<file path="config.mk">
export PLATFORM = sky130hd
export DESIGN_NAME = instr_fetch
export DESIGN_NICKNAME = d
export VERILOG_FILES = /design/src/rtl/instr_fetch.sv
export SDC_FILE = /design/constraint.sdc
export NUM_CORES = 1
export LEC_CHECK = 0
export ABC_CLOCK_PERIOD_IN_PS = 2500
export CORE_MARGIN = 8
export CORE_UTILIZATION = 55
export DETAILED_ROUTE_END_ITERATION = 12
export GPL_TIMING_DRIVEN = 1
export PLACE_DENSITY = 0.94
export SYNTH_ARGS = -nofsm -noshare
export SYNTH_HDL_FRONTEND = slang
export SYNTH_SLANG_ARGS = --single-unit
</file>
<file path="constraint.sdc">
create_clock -name i_clk -period 2.5 [get_ports i_clk]
set_clock_uncertainty 0.1 [all_clocks]
set_input_delay 0.625 -clock i_clk [delete_from_list [all_inputs] [get_ports i_clk]]
set_output_delay 0.625 -clock i_clk [all_outputs]
set_load 0.02 [all_outputs]
</file>
<file path="src/rtl/instr_fetch.sv">
// Instruction fetch: owns the PC, addresses the synchronous ROM, and presents a registered instruction
// with a one-entry stall skid, 2-word squash on taken branches and sticky halt. Option macro: FETCH_LUT_EN.
module instr_fetch #(
    parameter int unsigned   PC_W      = 10,
    parameter int unsigned   IW        = 9,
    parameter logic [IW-1:0] HALT_CODE = IW'(9'h1FF)
`ifdef FETCH_LUT_EN
    ,
    parameter int unsigned   LUT_AW    = 4
`endif
) (
    input  logic              i_clk,
    input  logic              i_reset,
    input  logic              i_start,
    input  logic              i_stall,
    input  logic              i_branch,
    input  logic              i_taken,
`ifdef FETCH_LUT_EN
    input  logic [LUT_AW-1:0] i_target,
    input  logic              i_lut_we,
    input  logic [LUT_AW-1:0] i_lut_addr,
    input  logic [PC_W-1:0]   i_lut_data,
`else
    input  logic [PC_W-1:0]   i_target,
`endif
    output logic [PC_W-1:0]   o_rom_addr,
    input  logic [IW-1:0]     i_rom_data,
    output logic [IW-1:0]     o_instr,
    output logic              o_instr_valid,
    output logic [PC_W-1:0]   o_instr_pc,
    output logic              o_done
);

    typedef enum logic [1:0] {
        ST_IDLE = 2'd0,
        ST_FILL = 2'd1,
        ST_RUN  = 2'd2,
        ST_HALT = 2'd3
    } state_t;

    state_t          r_state, w_state_nxt;
    logic [PC_W-1:0] r_fetch_pc, w_fetch_pc_nxt;
    logic [PC_W-1:0] r_data_pc;
    logic [IW-1:0]   r_instr, w_instr_nxt;
    logic            r_instr_valid, w_instr_valid_nxt;
    logic [PC_W-1:0] r_instr_pc, w_instr_pc_nxt;
    logic            r_done, w_done_nxt;
    logic [IW-1:0]   r_skid_data, w_skid_data_nxt;
    logic [PC_W-1:0] r_skid_pc, w_skid_pc_nxt;
    logic            r_skid_full, w_skid_full_nxt;
    logic            r_skid_live, w_skid_live_nxt;
    logic            r_squash, w_squash_nxt;
    logic [PC_W-1:0] w_target;
    logic            w_halt;
    logic            w_redirect;

`ifdef FETCH_LUT_EN
    localparam int unsigned LUT_DEPTH = 2 ** LUT_AW;

    logic [PC_W-1:0] r_lut [LUT_DEPTH];

    // Branch target table; a lookup in the same cycle as a write sees the old entry
    always_ff @(posedge i_clk) begin
        if (i_reset) begin
            r_lut <= '{default: '0};
        end else if (i_lut_we) begin
            r_lut[i_lut_addr] <= i_lut_data;
        end
    end

    assign w_target = r_lut[i_target];
`else
    assign w_target = i_target;
`endif

    assign w_halt     = r_instr_valid && (r_instr == HALT_CODE);
    assign w_redirect = i_branch && i_taken && r_instr_valid;

    // r_squash marks the word now on the ROM output as dead (fill or wrong-path fetch)
    always_comb begin
        w_state_nxt       = r_state;
        w_fetch_pc_nxt    = r_fetch_pc;
        w_instr_nxt       = r_instr;
        w_instr_valid_nxt = r_instr_valid;
        w_instr_pc_nxt    = r_instr_pc;
        w_done_nxt        = r_done;
        w_skid_data_nxt   = r_skid_data;
        w_skid_pc_nxt     = r_skid_pc;
        w_skid_full_nxt   = r_skid_full;
        w_skid_live_nxt   = r_skid_live;
        w_squash_nxt      = r_squash;

        case (r_state)
            ST_IDLE, ST_HALT: begin
                if (i_start) begin
                    w_state_nxt       = ST_FILL;
                    w_fetch_pc_nxt    = '0;
                    w_done_nxt        = 1'b0;
                    w_instr_valid_nxt = 1'b0;
                    w_skid_full_nxt   = 1'b0;
                    w_squash_nxt      = 1'b1;
                end
            end
            ST_FILL, ST_RUN: begin
                if (r_state == ST_FILL) begin
                    w_state_nxt = ST_RUN;
                end
                if (i_stall) begin
                    if (!r_skid_full) begin
                        w_skid_data_nxt = i_rom_data;
                        w_skid_pc_nxt   = r_data_pc;
                        w_skid_live_nxt = !r_squash;
                        w_skid_full_nxt = 1'b1;
                        w_squash_nxt    = 1'b0;
                    end
                end else if (w_halt) begin
                    w_state_nxt       = ST_HALT;
                    w_done_nxt        = 1'b1;
                    w_instr_valid_nxt = 1'b0;
                    w_skid_full_nxt   = 1'b0;
                    w_squash_nxt      = 1'b0;
                end else if (w_redirect) begin
                    // Current ROM word is wrong-path; the one in flight is dropped next edge
                    w_fetch_pc_nxt    = w_target;
                    w_instr_valid_nxt = 1'b0;
                    w_skid_full_nxt   = 1'b0;
                    w_squash_nxt      = 1'b1;
                end else begin
                    w_fetch_pc_nxt = r_fetch_pc + PC_W'(1);
                    if (r_skid_full) begin
                        // ROM re-reads the held address, so its current word is not consumed
                        w_instr_nxt       = r_skid_data;
                        w_instr_pc_nxt    = r_skid_pc;
                        w_instr_valid_nxt = r_skid_live;
                        w_skid_full_nxt   = 1'b0;
                    end else begin
                        w_instr_nxt       = i_rom_data;
                        w_instr_pc_nxt    = r_data_pc;
                        w_instr_valid_nxt = !r_squash;
                        w_squash_nxt      = 1'b0;
                    end
                end
            end
            default: w_state_nxt = ST_IDLE;
        endcase
    end

    always_ff @(posedge i_clk) begin
        if (i_reset) begin
            r_state       <= ST_IDLE;
            r_fetch_pc    <= '0;
            r_data_pc     <= '0;
            r_instr       <= '0;
            r_instr_valid <= 1'b0;
            r_instr_pc    <= '0;
            r_done        <= 1'b0;
            r_skid_data   <= '0;
            r_skid_pc     <= '0;
            r_skid_full   <= 1'b0;
            r_skid_live   <= 1'b0;
            r_squash      <= 1'b0;
        end else begin
            r_state       <= w_state_nxt;
            r_fetch_pc    <= w_fetch_pc_nxt;
            r_data_pc     <= r_fetch_pc;
            r_instr       <= w_instr_nxt;
            r_instr_valid <= w_instr_valid_nxt;
            r_instr_pc    <= w_instr_pc_nxt;
            r_done        <= w_done_nxt;
            r_skid_data   <= w_skid_data_nxt;
            r_skid_pc     <= w_skid_pc_nxt;
            r_skid_full   <= w_skid_full_nxt;
            r_skid_live   <= w_skid_live_nxt;
            r_squash      <= w_squash_nxt;
        end
    end

    assign o_rom_addr    = r_fetch_pc;
    assign o_instr       = r_instr;
    assign o_instr_valid = r_instr_valid;
    assign o_instr_pc    = r_instr_pc;
    assign o_done        = r_done;

endmodule
</file>
==> impl_results.md, run 1 <==
* Top cells by area in the synthesized netlist: dfxtp_1, nand2_1, mux2i_1
* Vias per cell at 5.75
* Max-slew violation count at 0
* Worst setup EP type: flop
* Distinct cell type count after synthesis at 45
* Initial DRC Count at between 150 and 200
* Die area at 7810 um2
* TritonCTS Buffers at 9
* Worst-path maximum fanout at 11
* Status: complete, no violations
* Cell with the most instances after synthesis: dfxtp_1
* DP Wirelength at 5020 um
* Max-cap violations at 0
* Drc violations at 0
* Total gr overflow at 0
* Die Wd at 88.4 um
* Syn nets at 347
* Total track usage at 19.4%
* Mapped Area at 2880 um2
* Antenna cells at 0
* Ys async rst share at 0%
* Relative slew slack at 50.7%
* Post-CTS resize count at 0
* Critical path data required time at 2.62 ns
* Final setup violation count at 0
* Cts hold-fix bufs at 0
* Clock-pin slew of the registers on the worst-case setup and hold paths at 0.07 ns
* Vias in the first global route at 2,532
* Synth Instances at 320
* RSZ-0062 raised after global routing: no
* # fillers at about 370
* Setup CP Type: flop to flop
* Clock tree buffer depth at 2
* Final Hold Vio Count at 0
* Post-Place Setup Slack at 0.120 ns
* Largest net degree at the start of global routing at 49
* Port Buffer Count at 55
* Final Net Count at 399
* First-pass GRT wire length at 12,000 um
* Register area share after synthesis at 45.2%
* Die Height at 88.4 um
* Final worst-path cycle share at 88.3%
* 1st-pass router iterations at 5
* Layout area overhead at 27.1%
* Launching element type of the critical path: flop
* Syn_area_per_cell at 9.00 um2
* Fmax at 0.453 GHz
* Top_reg_cell synth: dfxtp_1
* TNS Setup at 0 ns
* Initial antenna violation count at 0
* Post-CTS setup buffers at 0
* Clk_lat worst skew at 0.34 ns
* CTS root buffer: clkbuf_8
* Final setup margin at roughly 0.3 ns
* Clock Sinks at 65
* Drt total wl at between 7000 and 8000 um
* Gpl congestion at 0.858
* VDD IR max at 528 uV
* Yosys warnings at 0
* CORE AREA at 5070 um2
* Most frequent cells after synthesis: dfxtp_1, nand2_1, a21oi_1, nor2_1, mux2i_1
* Vias after detailed routing at between 2,000 and 3,000
* Layout cells sized above 1 at a little under an eighth
* Site Rows at 26
* Avg WL per Cell at 16.0 um
* EDFF count, synth at 0
* Antenna-violating nets left at 0
* I/O Pins at 56
* Least-Margin Pin Slew at approximately 0.73 ns
* #FFs+latches synth at 65
* CTS tree: yes
* Crit path time final at 2.21 ns
* Power density cells at between 1000 and 1500 nW/um2
* CP arrival at ~2.3 ns
* Initial Util at 56.7%
* Worst Hold Class: flop to flop
* Post-synth top area share at 45.2%
* Post-synth top area cell: dfxtp_1
* Leakage power at 1.24 nW
* H-tree levels at 3
## state kept, by name, summed over array words and instances, names as in the netlist
register and cells:
o_done 1, o_instr 9, o_instr_pc 10, o_instr_valid 1, o_rom_addr 10, r_data_pc 10, r_skid_data 9, r_skid_full 1
r_skid_live 1, r_skid_pc 10, r_squash 1, r_state 2
## through the flow
step                      hold slack [ns]  total power, W  area [um2]  utilization, %  cells
after CTS                           0.345         0.00377        3660            72.1    447
after floorplan                     0.331         0.00238        2880               -    320
after global placement              0.334         0.00282        3460            68.2    431
final                               0.345         0.00374        3660            72.1    447
after detailed placement            0.343         0.00289        3460            68.2    431
after global routing                0.367         0.00396        3660            72.1    447
## layer usage
layer,wire (um),vias to the layer above,GRT usage (%)
met2,3350,111,31.0
met4,179,0,10.8
met3,583,17,5.94
met5,0,-,0
met1,3020,1194,22.6
li1,-,1247,-
## logic make-up (layout without fill, tap and decap cells)
family                   Yosys count  in the layout  synth area share [%]
AO/OA/AOI/OAI                     74             74                  19.6
adder cells (fa/ha/maj)            2              2                 0.869
buffers and inverters             26             83                  4.87
flip-flops                        65             65                  45.2
multiplexers                      19             19                  6.61
AND/OR/NAND/NOR                  134            134                  22.9
## cell usage in the layout (no fill, tap or decap), drive strengths merged, types with 6 or more instances in the layout
cell           synthesis  layout
dfxtp                 65      65
nand2                 54      54
clkdlybuf4s50          0      54
a21oi                 28      28
nor2                  28      28
a211oi                20      20
mux2i                 19      19
nor2b                 11      11
clkbuf                 6      11
buf                   17      10
nand3                  8       8
a221o                  7       7
o31ai                  6       6
## worst max-delay path, cell delays in order, from the launching register on
cell     delay [ns]
dfxtp_1        0.47
nand4_2        0.24
o31ai_2        0.66
nor3_1         0.22
a221o_2        0.39
## final cells by class
cell class	count	area (um2)	area share [%]
timing repair buffer	64	626	17.1
sequential	65	1300	35.6
clock buffer	11	141	3.86
inverter	3	11.3	0.308
clock inverter	5	55.1	1.50
multi-input combinational	229	1440	39.3
tap	70	87.6	2.39
## where the power goes
group	leakage (nW)	total (W)	switching (W)	internal [W]
registers	0.528	0.00139	0.000154	0.00124
logic	0.611	0.00148	0.000832	0.000646
clock network	0.0953	0.000870	0.000386	0.000484
total	1.24	0.00374	0.00137	0.00237
## final timing paths
check | start | to | slack (ns) | depth (start not counted)
max | o_instr_valid | o_rom_addr[6] | 0.29 | 4
min | r_data_pc[5] | r_skid_pc[5] | 0.34 | 2
max reg2reg | o_instr_valid | o_rom_addr[6] | 0.29 | 4
min reg2reg | r_data_pc[5] | r_skid_pc[5] | 0.34 | 2
(Power assumes the default switching activity.)
==> run 2: changes to the inputs <==
--- a/config.mk
+++ b/config.mk
@@ -6,7 +6,7 @@
 export NUM_CORES = 1
 export LEC_CHECK = 0
 export ABC_CLOCK_PERIOD_IN_PS = 2500
-export CORE_MARGIN = 8
+export CORE_MARGIN = 1.5
 export CORE_UTILIZATION = 55
 export DETAILED_ROUTE_END_ITERATION = 12
 export GPL_TIMING_DRIVEN = 1
==> impl_results.md, run 2 (same netlist as run 1, synthesis figures left out) <==
* Status: complete, no violations
* Finished Cell Area at 3620 um2
* Uppermost routed layer: met4
* CP arrival at around 1.5 ns
* Leakage power at 1.22 nW
* Post-placement cell area at between 3000 and 4000 um2
* Critical path data required time at roughly 1.8 ns
* Max-cap violations at 0
* DP Wirelength at 4610 um
* Worst R2R Start: o_instr_valid
* Port Buffer Count at 55
* Gpl congestion at 0.861
* Vias in the first global route at 2,305
* Max-slew violation count at 0
* Total track usage at 25.5%
* Drc violations at 0
* Initial DRC Count at 179
* Die Wd at 75.4 um
* Antenna cells at 0
* CTS tree: yes
* Final setup violation count at 0
* WP buf/inv at 1
* CORE AREA at 5070 um2
* Worst setup EP type: output pin
* Layout area overhead at 25.7%
* Antenna-violating nets left at 0
* Flop2flop setup slack at 0.33 ns
* Hold Crit Endpoint: r_skid_pc[0]
* H-tree levels at 3
* Final worst-path cycle share at 88.6%
* HP Start: r_data_pc[0]
* CTS root buffer: clkbuf_8
* Combinational share of power at 40.1%
* Critical-path top delay cell: clkdlybuf4s50_1
* Clock Sinks at 65
* RSZ-0062 raised after global routing: no
* Setup CP Type: flop to output pin
* Worst Hold Class: flop to flop
* Least-Margin Pin Slew at 0.689 ns
* Slowest stage delay, CP at between 0.6 and 0.7 ns
* VDD IR max at 454 uV
* Die Height at 75.4 um
* Die area at 5680 um2
* Worst hold stages at 2
* Worst-path maximum fanout at 5
* Met2 WL post-DR at 3500 um
* # fillers at approximately 380
* Power, Total at 0.00360 W
* Drt total wl at approximately 6800 um
* Vias per cell at 5.64
* Wire length on met3 at 336 um
* CP cell instances: clkdlybuf4s50_1
* FF-to-FF path depth at 4
* Final Net Count at 398
* Fmax at 0.451 GHz
* Clock tree buffer depth at 2
* Switching share of power at 36.7%
* Launching element type of the critical path: flop
* Vias after detailed routing at 2,506
* Clk_lat worst skew at 0.33 ns
* Largest net degree at the start of global routing at 50
* Post-CTS resize count at 0
* Met1 wire length at 2870 um
* Crit path time final at 2.22 ns
* Final Util at a little under three quarters
* Reg2reg end: o_rom_addr[6]
* Sw power at between 0.001 and 0.0015 W
* Most common cell after layout, fill and taps aside: dfxtp_1
* Seq pwr share at between 30% and 40%
* Total gr overflow at 0
* Site Rows at 26
* Initial Util at between 50% and 60%
* Final Hold Vio Count at 0
* Post-CTS setup buffers at 0
* Clock-pin slew of the registers on the worst-case setup and hold paths at 0.06 ns
* P_int at 0.00228 W
* 1st-pass router iterations at 4
* I/O Pins at 56
* Largest delay share family, worst path: buffers and inverters
* Commonest cells after routing, fill and taps aside: dfxtp_1, nand2_1, clkdlybuf4s50_1, a21oi_1, nor2_1
* TNS Setup at 0 ns
* Initial antenna violation count at 0
* Power density cells at 996 nW/um2
* Relative slew slack at 53.8%
* Cts hold-fix bufs at 0
* Power share of the clock group at 21.1%
* First-pass GRT wire length at 10,800 um
* Layout cells sized above 1 at between 10 and 15%
* Avg WL per Cell at 15.3 um
* TritonCTS Buffers at 9
-- run 2: cell count changes in the layout (fill, tap and decap cells not counted), sizes merged --
cell / change
clkbuf: +3
clkinv: -2
clkinvlp: -2
buf: -1
bufinv: -1
-- run 2: final cells by class --
cell class / instances / area [um2] / share of cell area (%)
well taps: 70 / 87.6 / 2.42
multi-input cells: 229 / 1440 / 39.7
inverters: 3 / 11.3 / 0.311
flip-flops and latches: 65 / 1300 / 36.0
repair buffers: 63 / 618 / 17.1
clock buffers: 14 / 163 / 4.50
-- run 2: per-layer routing --
metal,global-route usage (%),vias up
met3,6.61,9
met4,10.7,0
met2,42.9,75
li1,-,1237
met5,0,-
met1,31.0,1185
-- run 2: stage by stage --
step	cells	hold WS (ns)	setup slack (ns)
2_1_floorplan	320	0.331	0.701
3_3_place_gp	430	0.335	0.179
3_5_place_dp	430	0.346	0.150
4_1_cts	444	0.354	0.277
5_1_grt	444	0.365	0.211
6_report	444	0.352	0.284
-- run 2: power by group through the flow --
stage / sequential [W] / clock, W / combinational, W
5_1_grt: 0.00142 / 0.000820 / 0.00158
3_5_place_dp: 0.00142 / 0 / 0.00144
4_1_cts: 0.00140 / 0.000770 / 0.00145
6_report: 0.00140 / 0.000759 / 0.00145
3_3_place_gp: 0.00141 / 0 / 0.00140
2_1_floorplan: 0.00154 / 0 / 0.000837
-- run 2: how the worst max path moves through the flow --
| stage | start | endpoint | cells after the start |
|---|---|---|---|
| floorplan | i_branch | o_rom_addr[6] | 5 |
| global placement | i_stall | o_rom_addr[6] | 5 |
| detailed placement | i_stall | o_rom_addr[6] | 5 |
| CTS | o_instr_valid | o_instr_valid | 1 |
| global route | o_instr_valid | o_rom_addr[6] | 4 |
| finish | o_instr_valid | o_instr_valid | 1 |
==> run 3: changes to the inputs <==
--- a/config.mk
+++ b/config.mk
@@ -10,7 +10,7 @@
 export CORE_UTILIZATION = 55
 export DETAILED_ROUTE_END_ITERATION = 12
 export GPL_TIMING_DRIVEN = 1
-export PLACE_DENSITY = 0.94
+export PLACE_DENSITY = 0.89
 export SYNTH_ARGS = -nofsm -noshare
 export SYNTH_HDL_FRONTEND = slang
 export SYNTH_SLANG_ARGS = --single-unit
==> impl_results.md, run 3 (same netlist as run 1, synthesis figures left out) <==
* Vias in the first global route at 2,322
* Critical-path top delay cell: clkdlybuf4s50_1
* H-tree levels at 3
* Layout area overhead at 28.5%
* Placed cell count at 432
* Clock Sinks at between 60 and 70
* Worst Hold Class: flop to flop
* Die Wd at about 75 um
* Initial DRC Count at 205
* VDD IR max at 474 uV
* Drt total wl at 6830 um
* Max-cap violations at 0
* Leakage power at 1.26 nW
* Clock tree buffer depth at 2
* DP Wirelength at 4690 um
* I/O Pins at 56
* First-pass GRT wire length at 10,900 um
* Max-slew violation count at 0
* Avg WL per Cell at 15.3 um
* Crit path time final at approximately 2.2 ns
* Post-CTS setup buffers at 0
* Relative slew slack at 53.2%
* Antenna-violating nets left at 0
* Slowest stage delay, CP at 0.67 ns
* Final Non-Filler Cells at 448
* Post-CTS resize count at 0
* Port Buffer Count at 55
* CTS root buffer: clkbuf_8
* Critical path data required time at 1.77 ns
* Largest net degree at the start of global routing at 39
* Hold WS at roughly 0.36 ns
* TritonCTS Buffers at 9
* Launching element type of the critical path: flop
* Initial antenna violation count at 0
* Cts hold-fix bufs at 0
* Vias per cell at approximately 5.6
* Final Hold Vio Count at 0
* Largest delay share family, worst path: buffers and inverters
* Fmax at about 0.45 GHz
* Clk_lat worst skew at 0.34 ns
* Setup CP Type: flop to output pin
* Power density cells at 1050 nW/um2
* 1st-pass router iterations at 4
* RSZ-0062 raised after global routing: no
* Die Height at approximately 75 um
* CTS tree: yes
* Antenna cells at 0
* WP buf/inv at 1
* Final setup violation count at 0
* Worst-path maximum fanout at 8
* Commonest cells after routing, fill and taps aside: dfxtp_1, nand2_1, clkdlybuf4s50_1, a21oi_1, nor2_1
* TNS Setup at 0 ns
* M3 GR Usage at under 10%
* Total gr overflow at 0
* Clock-pin slew of the registers on the worst-case setup and hold paths at 0.07 ns
* CP arrival at 1.49 ns
* CP cell instances: clkdlybuf4s50_1
* Worst setup EP type: output pin
* GRT met2 Usage at 43.0%
* Status: complete, no violations
* Initial Util at between 50% and 60%
* Site Rows at 26
* Least-Margin Pin Slew at 0.698 ns
* Gr busiest metal: met2
* Die area at ~5700 um2
* Most common cell after layout, fill and taps aside: dfxtp_1
* Final Net Count at 400
* CORE AREA at 5070 um2
* Layout cells sized above 1 at 11.9%
* Vias after detailed routing at 2,526
* Final worst-path cycle share at 88.8%
* Drc violations at 0
* Grt met1 use at ~32%
* Total track usage at 25.7%
* Gpl congestion at 0.888
-- run 3: final cells by class --
cell class | count | area, um2
Multi-Input combinational cell | 229 | 1440
Tap cell | 70 | 87.6
Timing Repair Buffer | 65 | 633
Sequential cell | 65 | 1300
Clock inverter | 5 | 77.6
Inverter | 3 | 11.3
Fill cell | 371 | 1380
Clock buffer | 11 | 151
-- run 3: path summary, 6_finish.rpt --
check / from / endpoint / slack [ns] / depth (start not counted)
setup / recovery: o_rom_addr[5] / o_rom_addr[5] / 0.28 / 1
hold / removal: r_data_pc[8] / r_skid_pc[8] / 0.36 / 2
setup reg to reg: o_instr_valid / o_rom_addr[6] / 0.34 / 4
hold reg to reg: r_data_pc[8] / r_skid_pc[8] / 0.36 / 2
-- run 3: per-stage QoR --
step	setup slack (ns)	power, W	utilization (%)	instance area (um2)
floorplan	0.701	0.00238	-	2880
global placement	0.167	0.00281	68.4	3470
CTS	0.285	0.00387	72.9	3700
finish	0.280	0.00387	72.9	3700
detailed placement	0.137	0.00287	68.4	3470
global route	0.206	0.00406	72.9	3700
-- run 3: report_power, final --
group	total, W	internal, W	leakage, nW	switching [W]
logic	0.00147	0.000645	0.616	0.000828
registers	0.00139	0.00124	0.528	0.000148
clock network	0.00101	0.000612	0.115	0.000394
total	0.00387	0.00250	1.26	0.00137
-- run 3: per-layer routing --
metal | up-vias | routed length [um]
met1 | 1172 | 3030
li1 | 1242 | -
met5 | - | 0
met3 | 15 | 352
met4 | 0 | 135
met2 | 97 | 3310
==> RTL change 1: new RTL, settings of run 1 <==
Take the reset off `r_instr` and load it in a clocked block of its own.
--- a/src/rtl/instr_fetch.sv
+++ b/src/rtl/instr_fetch.sv
@@ -152,3 +152,2 @@
             r_data_pc     <= '0;
-            r_instr       <= '0;
             r_instr_valid <= 1'b0;
@@ -165,3 +164,2 @@
             r_data_pc     <= r_fetch_pc;
-            r_instr       <= w_instr_nxt;
             r_instr_valid <= w_instr_valid_nxt;
@@ -177,2 +175,6 @@
 
+    always_ff @(posedge i_clk) begin
+        r_instr <= w_instr_nxt;
+    end
+
     assign o_rom_addr    = r_fetch_pc;
Check against the original RTL: differs if i_reset is asserted again (counterexample within 4 cycles, from zero or initial values and one cycle with i_reset high); with i_reset held inactive, the same outputs for 10 cycles.
==> RTL change 1 against run 1 <==
Power grew 2.4%. Die area shrank 3.8%. Synthesized area down 4.6%. First-iteration DRC count rose by 11%. Sequential cell count did not move. Final area is 0.92% lower. Routed wire length decreased by 2.2%. Setup slack worse by 0.0042 ns. Critical endpoint is now o_rom_addr[0]. Highest routed layer unchanged.
==> RTL change 1: results (changes against run 1) <==
Wirelength per Cell=16.3 um (+2.1%); Yosys Warn Count=0 (unchanged); Filler Cells Inserted=306 (-18%); GRT Total Usage=19.3% (-0.12 points); Post-DP HPWL=4.74 mm (-5.7%); status=finished, final reports clean; EDFF count, synth=9 (+9); Max stage delay on crit path=0.67 ns; register area share after synthesis=50.7% (+5.5 points); global-route wire length before repair=11.6 mm (-3.1%); count of unique library cells instantiated by Yosys=48 (+6.7%); Slowest-stage cell, CP=clkdlybuf4s50_1; Hold Crit Start=r_data_pc[6]; pin count of the biggest net entering global routing=34 (-31%); post-synthesis net count=325 (-6.3%); layout cell share with drive strength beyond 1=11.4% (-0.048 points); gpl congestion=0.911 (+6.2%); nets=383 (-4.0%); CTS buffer count=9 (unchanged); Post-Synthesis Cells=298 (-6.9%); I/O Buffers=55 (unchanged); R2R Path Start=r_state[0]; initial antenna violation count=0 (unchanged); largest cells by area after synthesis=dfxtp_1 41%, edfxtp_1 9.8%, nor2_1 5.3%, nand2_1 4.8%, mux2_2 3.7%; DR iter-0 viols=194 (+11%); vias=2497 (-2.8%); peak fanout along the critical path=7 (-4); vias in the first global route=2456 (-3.0%); leakage power=1.27 nW (+2.9%); CP Launch Point=o_rom_addr[0]; VDD IR-drop max=0.582 mV (+10%); async set-or-reset flop fraction in the synthesized netlist=0% (unchanged); clock group power=1.00 mW (+15%); relative slew slack=65.5% (+15 points); Int Pwr=2.50 mW (+5.5%); synth cell count leaders=56 x dfxtp_1, 39 x nor2_1, 35 x nand2_1, 15 x a21oi_1, 15 x nor3_1; via/cell ratio=5.83 (+1.5%); top cell family by delay on the critical path=buffers and inverters; Comb pwr share=36.1% (-3.4 points); dpl cells=412 (-4.4%)
==> RTL change 1: kinds of logic (layout without fill, tap and decap cells) <==
kind of cell	count (synthesis)	in the layout	synth area share [%]
simple gates	131	131	22.6
flops	65	65	50.7
compound gates	56	56	14.3
buf+inv	25	88	4.24
mux	19	19	7.34
fa+ha+maj	2	2	0.911
==> RTL change 1: stage by stage <==
stage	total power [mW]	area (um^2)	setup slack (ns)	utilization [%]
finish	3.83	3630	0.289	75.8
global route	4.02	3630	0.209	75.8
CTS	3.84	3630	0.288	75.8
detailed placement	2.83	3390	0.0545	70.9
global placement	2.76	3390	0.172	70.9
floorplan	2.30	2750	0.517	-
==> RTL change 1: cell type report <==
class / instances / share of cell area (%)
clock buffers: 12 / 5.18
well taps: 67 / 2.31
flip-flops and latches: 65 / 38.4
clock inverters: 4 / 1.24
multi-input cells: 208 / 34.5
repair buffers: 66 / 17.8
inverters: 6 / 0.621
==> RTL change 1: worst paths after layout <==
kind	slack, ns	to	cells past startpoint
worst max-delay path	0.29	o_rom_addr[0]	1
worst min-delay path	0.35	r_skid_pc[6]	2
worst max register to register	0.56	o_instr_pc[8]	6
worst min register to register	0.35	r_skid_pc[6]	2
==> RTL change 1: worst min-delay path: stages, from the launching register on <==
cell	delay, ns
dfxtp_1	0.31
nand2_1	0.05
a21oi_1	0.05
==> RTL change 1: metal layers <==
layer	vias up	share of wire [%]	wire, um	global-route usage (%)
met5	-	0	0	0
met4	0	1.7	121	8.14
met3	14	8.3	579	5.77
met2	128	48	3350	31.3
met1	1168	42	2930	23.1
li1	1187	-	-	-
==> RTL change 2: new RTL, config.mk and constraints of run 1 <==
Made on the original files. Build with the macro `FETCH_LUT_EN` defined.
--- a/src/rtl/instr_fetch.sv
+++ b/src/rtl/instr_fetch.sv
@@ -2,2 +2,4 @@
 // with a one-entry stall skid, 2-word squash on taken branches and sticky halt. Option macro: FETCH_LUT_EN.
+`define FETCH_LUT_EN
+
 module instr_fetch #(
Ports: changed (added i_lut_addr, i_lut_data and i_lut_we; resized i_target); port bits go from 56 to 65. The function was not compared with the original's and may differ.
==> RTL change 2 against run 1 <==
Routed wire length grew to 4.1 times the old value. Global-route usage grew 5.9 points. Sequential cell count up 160. Setup slack got worse by 0.19 ns. Power increased by 150%. Synthesized area rose to 3.4 times the old value. Final area grew to 3.2 times the old value. Critical path depth shrank 3. Critical endpoint is now o_rom_addr[0]. Largest cell class unchanged. Highest routed layer unchanged.
==> RTL change 2: results (changes against run 1) <==
Post-DP HPWL=19.3 mm (+280%); CTS max path bufs=3 (+1); CP arrival=1.68 ns (-0.64 ns); count of unique library cells instantiated by Yosys=47 (+4.4%); drt first pass iters=5 (unchanged); Worst Hold Class=in -> reg; largest reg by FF count=r_lut; leakage power=4.34 nW (+250%); Max stage delay on crit path=0.67 ns; nets=1181 (+200%); n_diodes=0 (unchanged); synth cell count leaders=225 x dfxtp_1, 143 x mux2i_1, 142 x nand2_1, 133 x nor2_1, 98 x a21oi_1; largest cells by area after synthesis=dfxtp_1 46%, mux2i_1 15%, nand2_1 5.4%, mux4_2 5.3%, nor2_1 5.1%; via/cell ratio=6.33 (+10%); CTS buffer count=23 (+14); Yosys Warn Count=0 (unchanged); Hold Crit Start=i_reset; I/O Buffers=64 (+16%); relative slew slack=41.7% (-9.0 points); GRT Total Usage=25.3% (+5.9 points); vias in the first global route=8464 (+230%); initial antenna violation count=0 (unchanged); R2R Path Start=r_state[0]; global-route wire length before repair=45.4 mm (+280%); CP Launch Point=o_rom_addr[0]; placed cell area=0.0111 mm^2 (+220%); H-Tree Depth=1 (-2); pin count of the biggest net entering global routing=124 (+150%); gpl congestion=0.938 (+9.3%); CTS resizes=0 (unchanged); max FFs per register=160; clk root buf=clkbuf_16; top-count cell post-synth=dfxtp_1; status=finished, final reports clean; register area share after synthesis=45.7% (+0.47 points); clk slew on worst S/H paths=0.07 ns (about the same); Slowest-stage cell, CP=clkdlybuf4s50_1; post-CTS setup buffer count=0 (unchanged); VDD IR-drop max=0.765 mV (+45%); WL final=29.4 mm (+310%); async set-or-reset flop fraction in the synthesized netlist=0% (unchanged); DR iter-0 viols=1112 (+540%); clk_lat worst skew=0.51 ns (+0.17 ns); peak fanout along the critical path=6 (-5); top cell family by delay on the critical path=buffers and inverters; layout cell share with drive strength beyond 1=12.0% (+0.61 points)
==> RTL change 2: kinds of logic after synthesis <==
logic type               after synthesis  synth area share [%]
AND/OR/NAND/NOR                      379                  16.6
AO/OA/AOI/OAI                        204                  12.7
adder cells (fa/ha/maj)                3                 0.381
flip-flops                           225                  45.7
multiplexers                         168                  20.0
buffers and inverters                105                  4.67
==> RTL change 2: path summary, 6_finish.rpt <==
| check | to | slack, ns | cells after the start |
|---|---|---|---|
| max | o_rom_addr[0] | 0.1 | 1 |
| min | r_skid_data[8] | 0.25 | 2 |
| max reg2reg | o_rom_addr[5] | 0.23 | 7 |
| min reg2reg | r_skid_pc[8] | 0.35 | 2 |
==> RTL change 2: routing by layer <==
metal / share of wire [%] / track usage, % / vias up
met2: 47 / 41.6 / 548
met4: 5.9 / 14.8 / 0
met5: 0 / 0 / -
met3: 10 / 4.96 / 139
li1: - / - / 3911
met1: 38 / 30.4 / 4182
==> RTL change 2: area by class of cell <==
class | instances | area, um^2
inverter | 7 | 26.3
tap | 229 | 287
clock inverter | 7 | 121
clock buffer | 31 | 636
fill | 1288 | 5930
sequential | 225 | 4500
timing repair buffer | 133 | 1360
multi-input combinational | 754 | 4920
==> RTL change 2: through the flow <==
stage / setup slack [ns] / hold WS, ns / TNS [ns] / std cells
final: 0.0985 / 0.249 / 0 / 1386
after global routing: 0.0952 / 0.252 / 0 / 1386
after CTS: 0.123 / 0.246 / 0 / 1386
after detailed placement: -0.200 / 0.342 / -1.54 / 1348
after global placement: -0.133 / 0.335 / -0.945 / 1348
after floorplan: 0.279 / 0.331 / 0 / 1084
==> RTL change 2: power breakdown <==
group / internal, mW / total (mW) / switching (mW)
Combinational: 0.749 / 1.81 / 1.06
Clock: 2.09 / 3.52 / 1.43
Sequential: 3.81 / 3.98 / 0.170
